[config.mk]
export PLATFORM = sky130hd
export DESIGN_NAME = mux_n1_pipe
export DESIGN_NICKNAME = d
export VERILOG_FILES = /design/src/rtl/mux_n1_pipe_pkg.sv /design/src/rtl/mux_n1_comb.sv /design/src/rtl/mux_n1_pipe.sv
export SDC_FILE = /design/constraint.sdc
export NUM_CORES = 1
export LEC_CHECK = 0
export ABC_AREA = 1
export CAP_MARGIN = 5
export CORE_MARGIN = 2
export CORE_UTILIZATION = 40
export CTS_BUF_LIST = sky130_fd_sc_hd__clkbuf_2
export DETAILED_ROUTE_END_ITERATION = 12
export PLACE_DENSITY_LB_ADDON = 0.15
export SLEW_MARGIN = 20
export SYNTH_ARGS = -nofsm -noshare
export SYNTH_HDL_FRONTEND = slang
export SYNTH_SLANG_ARGS = --single-unit
[constraint.sdc]
create_clock -name clk -period 1.7 [get_ports clk]
set_input_delay 0.34 -clock clk [delete_from_list [all_inputs] [get_ports clk]]
set_output_delay 0.34 -clock clk [all_outputs]
set_load 0.01 [all_outputs]
[src/rtl/mux_n1_pipe_pkg.sv]
// Shared constants and helpers for the pipelined N:1 select stage.
// Imported by the combinational mux and the registered top.
package mux_n1_pipe_pkg;

  localparam int MUX_MAX_N = 16;
  localparam int MUX_MAX_W = 64;

  // Ceiling log2 usable in constant expressions; returns 0 for v <= 1.
  function automatic int mux_clog2(input int v);
    int r;
    r = 0;
    for (int i = 0; i < 31; i++) begin
      if ((1 << i) < v) r = i + 1;
    end
    return r;
  endfunction

endpackage

[src/rtl/mux_n1_comb.sv]
// Combinational N:1 W-bit mux with select range check.
// Out-of-range selects return DEFAULT and raise err.
module mux_n1_comb
  import mux_n1_pipe_pkg::*;
#(
  parameter int          N       = 4,
  parameter int          W       = 32,
  parameter int          SW      = 2,
  parameter logic [W-1:0] DEFAULT = '0
) (
  input  logic [N*W-1:0] in_data,
  input  logic [SW-1:0]  sel,
  output logic [W-1:0]   data,
  output logic           err
);

  localparam int          IW     = mux_clog2(N * W) + 1;
  localparam logic [SW:0] N_CODE = (SW + 1)'(N);

  logic          in_range;
  logic [SW-1:0] sel_idx;
  logic [IW-1:0] base;
  logic [W-1:0]  picked;

  // The range check comes first so an out-of-range code never forms an index.
  always_comb begin
    in_range = ({1'b0, sel} < N_CODE);
    sel_idx  = in_range ? sel : '0;
    base     = IW'(sel_idx) * IW'(W);
    picked   = in_data[base +: W];
    data     = in_range ? picked : DEFAULT;
    err      = ~in_range;
  end

endmodule

[src/rtl/mux_n1_pipe.sv]
// Registered N:1 select stage with valid/ready flow control and select lock.
// One output register, no skid buffer: the stage accepts whenever it is empty or draining.
module mux_n1_pipe
  import mux_n1_pipe_pkg::*;
#(
  parameter int           N       = 4,
  parameter int           W       = 32,
  parameter int           SW      = 2,
  parameter logic [W-1:0] DEFAULT = '0
) (
  input  logic           clk,
  input  logic           rst_n,
  input  logic [N*W-1:0] in_data,
  input  logic [SW-1:0]  sel,
  input  logic           sel_lock,
  input  logic           in_valid,
  output logic           in_ready,
  output logic [W-1:0]   out_data,
  output logic           out_err,
  output logic           out_valid,
  input  logic           out_ready
);

  if (N < 2 || N > MUX_MAX_N) begin : g_bad_n
    $error("mux_n1_pipe: N=%0d outside 2..%0d", N, MUX_MAX_N);
  end
  if (W < 1 || W > MUX_MAX_W) begin : g_bad_w
    $error("mux_n1_pipe: W=%0d outside 1..%0d", W, MUX_MAX_W);
  end
  if (SW < mux_clog2(N)) begin : g_bad_sw
    $error("mux_n1_pipe: SW=%0d too narrow for N=%0d", SW, N);
  end

  // Handshake: a word moves upstream->stage when in_valid & in_ready at a rising
  // edge, and stage->downstream when out_valid & out_ready at a rising edge.
  // in_ready depends combinationally on out_ready; valid never drops while stalled.

  logic [SW-1:0] sel_q, sel_d;
  logic [W-1:0]  out_data_q, out_data_d;
  logic          out_err_q, out_err_d;
  logic          out_valid_q, out_valid_d;

  logic [SW-1:0] eff_sel;
  logic [W-1:0]  mux_data;
  logic          mux_err;
  logic          accept;

  assign eff_sel = sel_lock ? sel_q : sel;

  mux_n1_comb #(
    .N       (N),
    .W       (W),
    .SW      (SW),
    .DEFAULT (DEFAULT)
  ) u_comb (
    .in_data (in_data),
    .sel     (eff_sel),
    .data    (mux_data),
    .err     (mux_err)
  );

  always_comb begin
    in_ready    = ~out_valid_q | out_ready;
    accept      = in_valid & in_ready;
    sel_d       = sel_q;
    out_data_d  = out_data_q;
    out_err_d   = out_err_q;
    out_valid_d = out_valid_q;
    if (accept) begin
      // When locked eff_sel already equals sel_q, so sel_q holds.
      sel_d       = eff_sel;
      out_data_d  = mux_data;
      out_err_d   = mux_err;
      out_valid_d = 1'b1;
    end else if (out_ready) begin
      out_valid_d = 1'b0;
    end
  end

  always_ff @(posedge clk or negedge rst_n) begin
    if (!rst_n) begin
      sel_q       <= '0;
      out_data_q  <= '0;
      out_err_q   <= 1'b0;
      out_valid_q <= 1'b0;
    end else begin
      sel_q       <= sel_d;
      out_data_q  <= out_data_d;
      out_err_q   <= out_err_d;
      out_valid_q <= out_valid_d;
    end
  end

  assign out_data  = out_data_q;
  assign out_err   = out_err_q;
  assign out_valid = out_valid_q;

  a_stall_hold : assert property (
    @(posedge clk) disable iff (!rst_n)
    (out_valid && !out_ready) |=> (out_valid && $stable(out_data) && $stable(out_err))
  );

endmodule

==> results.json <==
{
  "nets": 853,
  "cp_cell_sequence": "clkdlybuf4s50_1",
  "pre_cts_slack_ps": -167.9,
  "finalHoldViolations": 0,
  "viasPerCell": 4.793,
  "cts.clk_slew.worst_paths_ps": 180,
  "path_delay_family": "buffers and inverters",
  "wl_um": 10660,
  "crit_start": "out_data[26]$_DFFE_PN0P_",
  "p_leak_uw": 0.003256,
  "dr.pass1.iters": 6,
  "cts_htree_levels": 2,
  "ys_seq_area_share_pct": 28.09,
  "fin_area_um2": 5202,
  "synth_seq_cells": 35,
  "powerDensity_nw_per_um2": 631.0,
  "max_cap_violations": 0,
  "clkLatencyLatePin_ps": 380,
  "path_buf_inv": 1,
  "grt-ovfl-total": 0,
  "crit_type": "register to primary output",
  "antenna_cells": 0,
  "clock-skew-final_ps": 20.00,
  "synth_top_area_share_pct": 28.09,
  "slew_viol_final": 0,
  "fillers": 696,
  "critPathLaunchType": "register",
  "setup_viol": 0,
  "syn_area_per_cell_um2": 5.721,
  "dr_total_vias": 3930,
  "io_buffers": 168,
  "power_uw": 3283,
  "period_minus_slack_ps": 1640,
  "crit_required_ps": 1360,
  "synthTopCellsByArea": "dfrtp_1, nand3_1, nand2_1",
  "yosysTopAreaCell": "dfrtp_1",
  "p_seq_share_pct": 32.9,
  "p_clk_share_pct": 16.0,
  "drtIter0Drc": 175,
  "rows": 32,
  "drc": 0,
  "multi_input_area_um2": 1496,
  "ys.warnings.count": 0,
  "slowest_delay_ps": 570,
  "switchingPower_uw": 1139,
  "clk_path_buf_depth": 2,
  "grt_max_degree": 43,
  "dp.cells": 800,
  "dpl_cell_area_um2": 4982,
  "swShare_pct": 34.71,
  "cpMaxStageDelayCell": "clkdlybuf4s50_1",
  "cp-end-kind": "primary output",
  "die_w_um": 92.29,
  "hpwl_um": 8066,
  "grt_usage_pct": 24.94,
  "detail_route.wl_per_cell_um": 13.00,
  "worst-path-max-fanout": 2,
  "holdCritPathClass": "input pin to asynchronous set/reset pin",
  "status": "completed",
  "grt_pass1_wl_um": 17150,
  "final-instance-count-excl-fill": 820,
  "area_growth_pct": 66.85,
  "finalCritPeriodShare_pct": 96.47,
  "vdd_drop_max_mv": 0.3568,
  "die_area_um2": 8517,
  "cp.arrival_ps": 1300,
  "seqCellArea_um2": 875.8,
  "crit_cells": 1,
  "die_h_um": 92.29,
  "start_util_pct": 40.77,
  "worstReg2RegEnd": "out_data[27]$_DFFE_PN0P_",
  "power_frac_comb_pct": 51.1,
  "fp.coreArea_um2": 7647,
  "final_util_pct": 68.03,
  "setup_slack_ps": 60.03,
  "fmax_ghz": 0.6098,
  "rsz0062_at_grt": "no",
  "rr_worst_depth": 8,
  "ios": 170,
  "synth_nets": 680,
  "cts.sinks": 35,
  "grt_pass1_vias": 3738,
  "synthCells": 545,
  "cts_buffers": 5,
  "antenna_found_initial": 0,
  "cts-root-buf": "clkbuf_2",
  "cts_tree": "yes",
  "drtAntennaViolNets": 0,
  "drive_above_1_share_pct": 6.407,
  "syn-cell-area_um2": 3118,
  "p_int_uw": 2143,
  "crit_end": "out_data[26]",
  "place.gp.congestion": 0.9745,
  "r2r_slack_ps": 390,
  "ys_types": 14
}
[layout by cell type (no fill, tap or decap)]
master | synthesis | routed
nor2_1 | 1 | 1
conb_1 | 1 | 1
bufinv_16 | 0 | 1
o21ai_0 | 2 | 2
o21ai_2 | 0 | 1
buf_12 | 0 | 11
dlygate4sd3_1 | 0 | 1
nand3_1 | 160 | 160
buf_2 | 16 | 1
dfrtp_1 | 35 | 35
dlygate4sd2_1 | 0 | 6
a21oi_4 | 0 | 1
nor2_2 | 1 | 1
nand2_2 | 0 | 2
buf_4 | 7 | 22
dlymetal6s2s_1 | 0 | 27
nand2_1 | 171 | 169
inv_1 | 136 | 136
clkdlybuf4s50_1 | 0 | 134
clkbuf_2 | 0 | 6
[sequential cells by signal, summed over array words and instances (netlist names), named ones only]
| name | count |
|---|---|
| out_data | 32 |
| sel_q | 1 |
| out_valid | 1 |
[synthesized netlist by cell type]
cell type,instances
clkbuf_1,6
o21ai_0,2
nor2_2,1
a21oi_2,1
dfrtp_1,35
buf_4,7
buf_2,16
nand3_1,160
o21ai_1,1
conb_1,1
clkbuf_8,7
nand2_1,171
inv_1,136
nor2_1,1
[power groups by stage]
stage | clock network, uW | registers, uW | logic [uW]
5_1_grt | 582 | 1100 | 1850
3_5_place_dp | 0 | 1100 | 1650
6_report | 526 | 1080 | 1680
3_3_place_gp | 0 | 1100 | 1620
2_1_floorplan | 0 | 1160 | 686
4_1_cts | 542 | 1090 | 1650
[logic make-up after synthesis]
| group | after synthesis | synth area share [%] |
|---|---|---|
| and+or+nand+nor | 333 | 46.59 |
| other | 1 | 0.1203 |
| DFF | 35 | 28.09 |
| AOI/OAI and AO/OA | 4 | 0.7624 |
| buffers and inverters | 172 | 24.44 |
[final cells by class]
cell class,count,area share (%)
clock inverter,1,0.5772
multi-input combinational,338,28.76
timing repair buffer,202,40.98
inverter,136,9.812
sequential,35,16.84
tap,102,2.453
clock buffer,6,0.5772
[through the flow]
step / hold WS, ps / TNS, ps
finish: 393.2 / 0
global route: 384.9 / 0
CTS: 385.1 / 0
detailed placement: 297.2 / -4558
global placement: 290.9 / -3420
floorplan: 44.41 / 0
[per-layer routing]
metal  track usage, %  vias to the layer above  part of all wire (%)
met4            9.701                        0                   3.6
met1            28.82                     1761                    40
met3            3.987                       28                   6.0
met2            45.96                      163                    51
met5                0                        -                     0
li1                 -                     1978                     -
[how the worst min path moves through the flow]
stage	startpoint	endpoint	slack, ps	cells past startpoint
global route	rst_n	out_data[30]$_DFFE_PN0P_	380	2
finish	rst_n	out_data[30]$_DFFE_PN0P_	390	2
floorplan	rst_n	asynchronous set/reset pin	40	0
global placement	rst_n	out_data[3]$_DFFE_PN0P_	290	1
CTS	rst_n	out_data[30]$_DFFE_PN0P_	390	2
detailed placement	rst_n	out_data[30]$_DFFE_PN0P_	300	1
[what timing repair did]
| action | in CTS | in global routing |
|---|---|---|
| setup buffers | 2 | 10 |
| cloned | 0 | 0 |
| resized for setup | 6 | 27 |
| hold buffers | 1 | 0 |
| setup endpoints to repair | 6 | 27 |
| endpoints found under the hold margin | 16 | 0 |
Power figures use the tool's default switching activity.
